===== src/rtl/divide_fix_pkg.sv =====
// rtl/divide_fix_pkg.sv - shared constants and pipeline slot type for the fixed-point divider
// Purpose: widths, stage count, zero-divisor result and the per-stage slot struct.
// Ports: none (package).
package divide_fix_pkg;

    localparam int DATAWIDTH_IN   = 32;
    localparam int DIVISOR_WIDTH  = 8;
    localparam int BITS_PER_STAGE = 8;
    localparam int NUM_STAGES     = DATAWIDTH_IN / BITS_PER_STAGE;

    localparam logic [DATAWIDTH_IN-1:0] DIV0_RESULT = '1;

    // One pipeline slot. The remainder is one bit wider than the divisor so the
    // shifted-in partial remainder can exceed the divisor before the subtract.
    typedef struct packed {
        logic                     valid;
        logic [DIVISOR_WIDTH:0]   rem;
        logic [DATAWIDTH_IN-1:0]  dvd;
        logic [DIVISOR_WIDTH-1:0] dsr;
        logic [DATAWIDTH_IN-1:0]  quo;
    } slot_t;

endpackage


===== src/rtl/div_stage.sv =====
// rtl/div_stage.sv - one registered restoring-division stage
// Purpose: resolves BITS_PER_STAGE quotient bits, MSB first, then registers the slot.
// Ports:
//   i_clk   clock, rising edge
//   i_rst   synchronous active-high reset, clears the slot valid bit
//   i_slot  incoming slot (combinational from previous stage register or inputs)
//   o_slot  registered outgoing slot
module div_stage
    import divide_fix_pkg::*;
(
    input  logic  i_clk,
    input  logic  i_rst,
    input  slot_t i_slot,
    output slot_t o_slot
);

    slot_t                  w_next;
    logic [DIVISOR_WIDTH:0] w_shift;
    slot_t                  r_slot;

    always_comb begin
        w_next  = i_slot;
        w_shift = '0;
        for (int k = 0; k < BITS_PER_STAGE; k++) begin
            // Bring down the next dividend bit into the partial remainder.
            w_shift    = {w_next.rem[DIVISOR_WIDTH-1:0], w_next.dvd[DATAWIDTH_IN-1]};
            w_next.dvd = {w_next.dvd[DATAWIDTH_IN-2:0], 1'b0};
            if (w_shift >= {1'b0, w_next.dsr}) begin
                w_next.rem = w_shift - {1'b0, w_next.dsr};
                w_next.quo = {w_next.quo[DATAWIDTH_IN-2:0], 1'b1};
            end else begin
                w_next.rem = w_shift;
                w_next.quo = {w_next.quo[DATAWIDTH_IN-2:0], 1'b0};
            end
        end
    end

    // Data always loads; only the valid bit needs a reset value.
    always_ff @(posedge i_clk) begin
        r_slot <= w_next;
        if (i_rst) begin
            r_slot.valid <= 1'b0;
        end
    end

    assign o_slot = r_slot;

endmodule


===== src/rtl/divide_fix_32_8.sv =====
// rtl/divide_fix_32_8.sv - pipelined 32-bit by 8-bit unsigned divider, valid-only streams
// Purpose: floor(a / b) with fixed latency NUM_STAGES, one pair per clock, no backpressure.
//   A divisor of zero yields all ones.
// Ports:
//   aclk                  clock, rising edge
//   areset                synchronous active-high reset
//   s_axis_a_tvalid/tdata dividend stream (32 bits)
//   s_axis_b_tvalid/tdata divisor stream (8 bits)
//   m_axis_result_tvalid  one-cycle pulse per quotient
//   m_axis_result_tdata   quotient, held between pulses
module divide_fix_32_8 #(
    parameter int DATAWIDTH_IN   = divide_fix_pkg::DATAWIDTH_IN,
    parameter int DATAWIDTH_OUT  = divide_fix_pkg::DATAWIDTH_IN,
    parameter int DIVISOR_WIDTH  = divide_fix_pkg::DIVISOR_WIDTH,
    parameter int BITS_PER_STAGE = divide_fix_pkg::BITS_PER_STAGE
) (
    input  logic                     aclk,
    input  logic                     areset,
    input  logic                     s_axis_a_tvalid,
    input  logic [DATAWIDTH_IN-1:0]  s_axis_a_tdata,
    input  logic                     s_axis_b_tvalid,
    input  logic [DIVISOR_WIDTH-1:0] s_axis_b_tdata,
    output logic                     m_axis_result_tvalid,
    output logic [DATAWIDTH_OUT-1:0] m_axis_result_tdata
);

    localparam int NSTG = DATAWIDTH_IN / BITS_PER_STAGE;

    divide_fix_pkg::slot_t w_chain [0:NSTG];
    divide_fix_pkg::slot_t w_last;
    logic                  w_unused;

    logic                     r_tvalid;
    logic [DATAWIDTH_OUT-1:0] r_tdata;

    // A lone valid on either port simply yields an invalid slot.
    always_comb begin
        w_chain[0]       = '0;
        w_chain[0].valid = s_axis_a_tvalid & s_axis_b_tvalid;
        w_chain[0].dvd   = s_axis_a_tdata;
        w_chain[0].dsr   = s_axis_b_tdata;
    end

    for (genvar g = 0; g < NSTG; g++) begin : g_stage
        div_stage u_stage (
            .i_clk  (aclk),
            .i_rst  (areset),
            .i_slot (w_chain[g]),
            .o_slot (w_chain[g+1])
        );
    end

    assign w_last = w_chain[NSTG];

    // Final remainder and exhausted dividend bits are not needed.
    assign w_unused = ^{w_last.rem, w_last.dvd};

    always_ff @(posedge aclk) begin
        if (areset) begin
            r_tvalid <= 1'b0;
            r_tdata  <= '0;
        end else begin
            r_tvalid <= w_last.valid;
            if (w_last.valid) begin
                r_tdata <= (w_last.dsr == '0) ? divide_fix_pkg::DIV0_RESULT : w_last.quo;
            end
        end
    end

    assign m_axis_result_tvalid = r_tvalid;
    assign m_axis_result_tdata  = r_tdata;

endmodule


===== config.mk =====
export PLATFORM = sky130hd
export DESIGN_NAME = divide_fix_32_8
export DESIGN_NICKNAME = d
export VERILOG_FILES = /design/src/rtl/divide_fix_pkg.sv /design/src/rtl/div_stage.sv /design/src/rtl/divide_fix_32_8.sv
export SDC_FILE = /design/constraint.sdc
export NUM_CORES = 1
export LEC_CHECK = 0
export BUFFER_PORTS_ARGS = -buffer_cell sky130_fd_sc_hd__buf_2
export CORE_AREA = 4 4 151 212
export CTS_BUF_LIST = sky130_fd_sc_hd__clkbuf_4 sky130_fd_sc_hd__clkbuf_8 sky130_fd_sc_hd__clkbuf_16
export DETAILED_ROUTE_END_ITERATION = 8
export DIE_AREA = 0 0 155 216
export GPL_ROUTABILITY_DRIVEN = 0
export GPL_TIMING_DRIVEN = 0
export PLACE_DENSITY = 0.79
export SYNTH_ARGS = -nofsm -noshare
export SYNTH_HDL_FRONTEND = slang
export SYNTH_SLANG_ARGS = --single-unit

===== constraint.sdc =====
create_clock -name aclk -period 41.3 [get_ports aclk]
set_input_delay 2.065 -clock aclk [delete_from_list [all_inputs] [get_ports aclk]]
set_output_delay 2.065 -clock aclk [all_outputs]
set_load 0.05 [all_outputs]

# Word-level counts from Yosys, hierarchy flattened
# Index checks and enable logic that the tools add are counted.
word_totals:
  regBits: 221
  inputBits: 44
  output_inout_bits: 33
classes:
  n_addsub: 31
  magnitude_cmp: 32
  muxes: 64
  bitwise_logic: 1
  n_reduce_logical: 1
op_table:
  columns: ["operator", "n"]
  rows:
  - [">= comparator 9 x 8 -> 1 bit", 31]
  - ["2-to-1 mux 8 bit", 31]
  - ["subtractor 8 bit", 30]
  - ["2-to-1 mux 1 bit", 32]
  - ["2-to-1 mux 32 bit", 1]
  - [">= comparator 1 x 8 -> 1 bit", 1]
  - ["logical NOT 8 bit", 1]
  - ["subtractor 1 x 8 -> 8 bit", 1]
  - ["bitwise AND 1 bit", 1]

# Logic depth before layout (Yosys ltp)
logic_depth:
  word_depth: 16
  depth_mapped: 98

# Modules after synthesis
# From an unflattened synthesis, not the netlist that was laid out.
unflattened:
  cells_unflattened: 2468
  hier_area_um2: 22427.8
modules_own_cells:
  columns: ["module", "instances", "cells_each", "area_each_um2", "seq_area_each_um2"]
  rows:
  - ["div_stage at g_stage[3].u_stage", 1, 590, 5281.3, 1481.4]
  - ["div_stage at g_stage[1].u_stage", 1, 603, 5261.3, 1481.4]
  - ["div_stage at g_stage[0].u_stage", 1, 571, 5242.5, 1481.4]
  - ["div_stage at g_stage[2].u_stage", 1, 553, 5182.5, 1481.4]
  - ["divide_fix_32_8", 1, 151, 1460.2, 660.6]

# Least setup slack after synthesis
# Ideal clock, no wire load.
synth_timing:
  path_type: "register to register"
  startpoint: "reg g_stage[1].u_stage.r_slot (netlist bit g_stage[1].u_stage.o_slot[33])"
  endpoint: "reg g_stage[2].u_stage.r_slot (netlist bit g_stage[2].u_stage.o_slot[78])"
  arrival_ns: 18.943
  required_ns: 41.184
  path_slack_ns: 22.241
  path_stages_with_launch: 95
  path_cell_list: "dfxtp_1 > inv_1 > ha_1 > a21o_1 > o2bb2ai_1 > nor2_2 > inv_1 > buf_2 > o21ai_0 > inv_1 > ha_1 > nor2b_1 > o21ai_0 > nand3_1 > a31o_2 > a211oi_1 > buf_2 > nor2_1 > [59 not listed] > a31o_2 > a211oi_2 > clkbuf_1 > nor2_1 > a21oi_1 > ha_1 > a21o_1 > a21o_1 > a21o_1 > a21o_1 > a211o_1 > a21o_1 > a21o_1 > a41o_1 > a211oi_1 > mux2i_1 > a32o_1 > a31o_2"
synth_rtl:
  columns: ["element", "line_no", "text"]
  rows:
  - ["start, declared", "div_stage.sv:19", "slot_t r_slot;"]
  - ["start signal, assigned", "div_stage.sv:40", "r_slot <= w_next;"]
  - ["end signal, assigned", "div_stage.sv:40", null]
  - ["end, declared", "div_stage.sv:19", null]

==> flow_summary.ini <==
[critical_path]
path_buf_inv = 15
cp.required_ns = 41.73
cp_top_family = compound AO/OA/AOI/OAI gates
critPathMaxFanout = 10
cp.arrival_ns = 23.29
crit_type = register to register
crit_path_start_kind = register
slowest_delay_ns = 0.74
crit_slowest_cell = dfxtp_1
crit_path_end_kind = register

[floorplan]
coreArea_mm2 = 0.02994
rows = 75
dieArea_mm2 = 0.03348
start_util = 0.6168
io_pins = 77
fp.dieW_um = 155
dieHeight_um = 216

[clock_network]
postCtsSetupBuffers = 0
h-tree-depth = 1
ctsRootBufferMaster = clkbuf_16
ctsResizeCount = 0
cts_sinks = 221
hold_buffers = 0
cts_tree = done
numCtsBuffers = 23
clk_path_buf_depth = 3
clkLatencyLatePin_ns = 0.54
cts.clk_slew.worst_paths_ns = 0.08

[grt]
track_usage = 0.2633
antenna_found_initial = 0
grt_pass1_vias = 16040
grt_pass1_wl_mm = 74.12
grt-ovfl-total = 0
grt_max_degree = 17

[timing]
setup_viol = 0
rsz0062_at_grt = no
finClkSkew_ns = 0.01761
relSlewSlack = 0.2087
fin_crit_sh = 0.5537
period_minus_slack_ns = 22.87
drv_slew = 0
tightest_slew_ns = 1.176
tns_ns = 0
fmax_mhz = 43.73
hold_viol = 0

[synthesis]
synthSimpleGateAreaFrac = 0.1570
synth_xor_area_frac = 0.06403
synthMuxAreaShare = 0.1004
synth_adder_area_share = 0.2019
synth-edff-count = 0
synth_top_family_by_area = adder cells
synthesis.area_mm2 = 0.01847
netlist_instances = 2134
ys_ff_latch = 221
syn-num-nets = 2458
seq_area_frac_synth = 0.2396
synth_compound_area_frac = 0.1882
synth.distinct_cells = 95
synth_warnings = 0
synth_ff_type = dfxtp_1
async_reset_ff_frac = 0
syn-mean-instance-area_um2 = 8.653

[final_layout]
num-nets-final = 2558
n_antenna_cell = 0
drive_above_1_share = 0.1262
fin_area_mm2 = 0.02013
syn_to_final_growth_pct = 8.998

[routing]
vias = 15800
ant_nets = 0
route.detailed.drc = 0
viasPerCell = 5.995
wl_mm = 44.99
avgRoutedWirePerCell_um = 17.07
firstDrtPassIters = 5
drt_iter0_markers = 729

[job]
maxCapViolations = 0

[run_status]
status = finished clean

[placed_design]
dpl-instance-area_mm2 = 0.01932
portBuffers = 75
dp_hpwl_mm = 35.01

[min_path]
hold_class = register to register
-- final cells by class --
type / instances / area (um^2)
Multi-Input combinational cell: 1683 / 13140
Tap cell: 385 / 481.7
Clock buffer: 27 / 618.1
Sequential cell: 221 / 4424
Inverter: 190 / 713.2
Timing Repair Buffer: 75 / 375.4
Fill cell: 2445 / 9808
Clock inverter: 15 / 186.4
Buffer: 40 / 188.9
-- worst paths after layout --
check                                startpoint                       endpoint  slack [ns]  depth (start not counted)
setup / recovery  g_stage[1].u_stage.o_slot[33]  g_stage[2].u_stage.o_slot[78]       18.43                         94
hold / removal    g_stage[0].u_stage.o_slot[51]  g_stage[1].u_stage.o_slot[59]        0.32                          0
setup reg to reg  g_stage[1].u_stage.o_slot[33]  g_stage[2].u_stage.o_slot[78]       18.43                         94
hold reg to reg   g_stage[0].u_stage.o_slot[51]  g_stage[1].u_stage.o_slot[59]        0.32                          0
-- kinds of logic after synthesis --
kind of cell,count (synthesis)
AO/OA/AOI/OAI,509
XOR/XNOR,135
adder cells (fa/ha/maj),280
buffers and inverters,230
flip-flops,221
multiplexers,170
AND/OR/NAND/NOR,589
-- placed cells by master (no fill, tap or decap), types with 9 or more instances in the layout --
cell	count
fa_1	30
nand4_1	28
mux2i_1	61
mux2_2	104
o21ai_0	124
a211oi_1	14
o31ai_1	9
inv_1	187
dfxtp_1	221
xor2_1	57
o21a_1	34
nor2b_1	53
nand2_1	102
a21o_1	68
clkbuf_16	23
a31oi_1	10
nor3_1	50
a221o_1	10
o211ai_1	11
xnor2_1	78
o21bai_1	17
nor4_1	9
buf_2	85
and3_1	12
a21oi_1	103
and2_1	9
a21boi_0	21
clkbuf_1	22
nand2b_1	37
nand3_1	35
nor2_1	205
or2_2	9
ha_1	250
-- cells in the mapped netlist (34+ instances only) --
| cell | count | share of area |
|---|---|---|
| nor2b_1 | 53 | 0.018 |
| xnor2_1 | 78 | 0.037 |
| nor2_1 | 205 | 0.042 |
| nand2b_1 | 37 | 0.013 |
| inv_1 | 187 | 0.038 |
| xor2_1 | 57 | 0.027 |
| mux2i_1 | 61 | 0.033 |
| dfxtp_1 | 221 | 0.24 |
| nor3_1 | 50 | 0.014 |
| nand3_1 | 35 | 0.0095 |
| ha_1 | 250 | 0.17 |
| o21ai_0 | 124 | 0.034 |
| mux2_2 | 104 | 0.063 |
| nand2_1 | 102 | 0.021 |
| a21oi_1 | 103 | 0.028 |
| o21a_1 | 34 | 0.014 |
| a21o_1 | 68 | 0.028 |
-- registers in the layout (all words and copies together) (netlist names) --
signal / flops
m_axis_result_tvalid: 1
g_stage.u_stage.o_slot: 188
m_axis_result_tdata: 32
-- per-layer routing --
metal  vias to the layer above  global-route usage  wire [um]
met5                         -                   0          0
met4                         0              0.1367       2464
met3                       165             0.04850       2793
met2                       473              0.4798      22430
met1                      7356              0.2868      17300
li1                       7810                   -          -
-- worst register-to-register path: cells and delay by family, from the launching register on --
| family | cells | cell delay (ns) |
|---|---|---|
| buffers and inverters | 15 | 3.05 |
| adder cells (fa/ha/maj) | 8 | 2.40 |
| flip-flops | 1 | 0.74 |
| multiplexers | 4 | 1.56 |
| AO/OA/AOI/OAI | 48 | 11.55 |
| AND/OR/NAND/NOR | 19 | 3.45 |
-- stage by stage --
stage | util | hold WS [ns] | instances | setup WS, ns
2_1_floorplan | - | 0.3096 | 2134 | 22.24
3_3_place_gp | 0.6455 | 0.3100 | 2594 | 19.22
3_5_place_dp | 0.6455 | 0.3121 | 2594 | 18.79
4_1_cts | 0.6724 | 0.3210 | 2636 | 18.68
5_1_grt | 0.6724 | 0.3243 | 2636 | 16.72
6_report | 0.6724 | 0.3162 | 2636 | 18.43
Power is left out: the tool's default activity adds up to more than one toggle a clock period on the data nets, which glitch-free logic cannot reach.
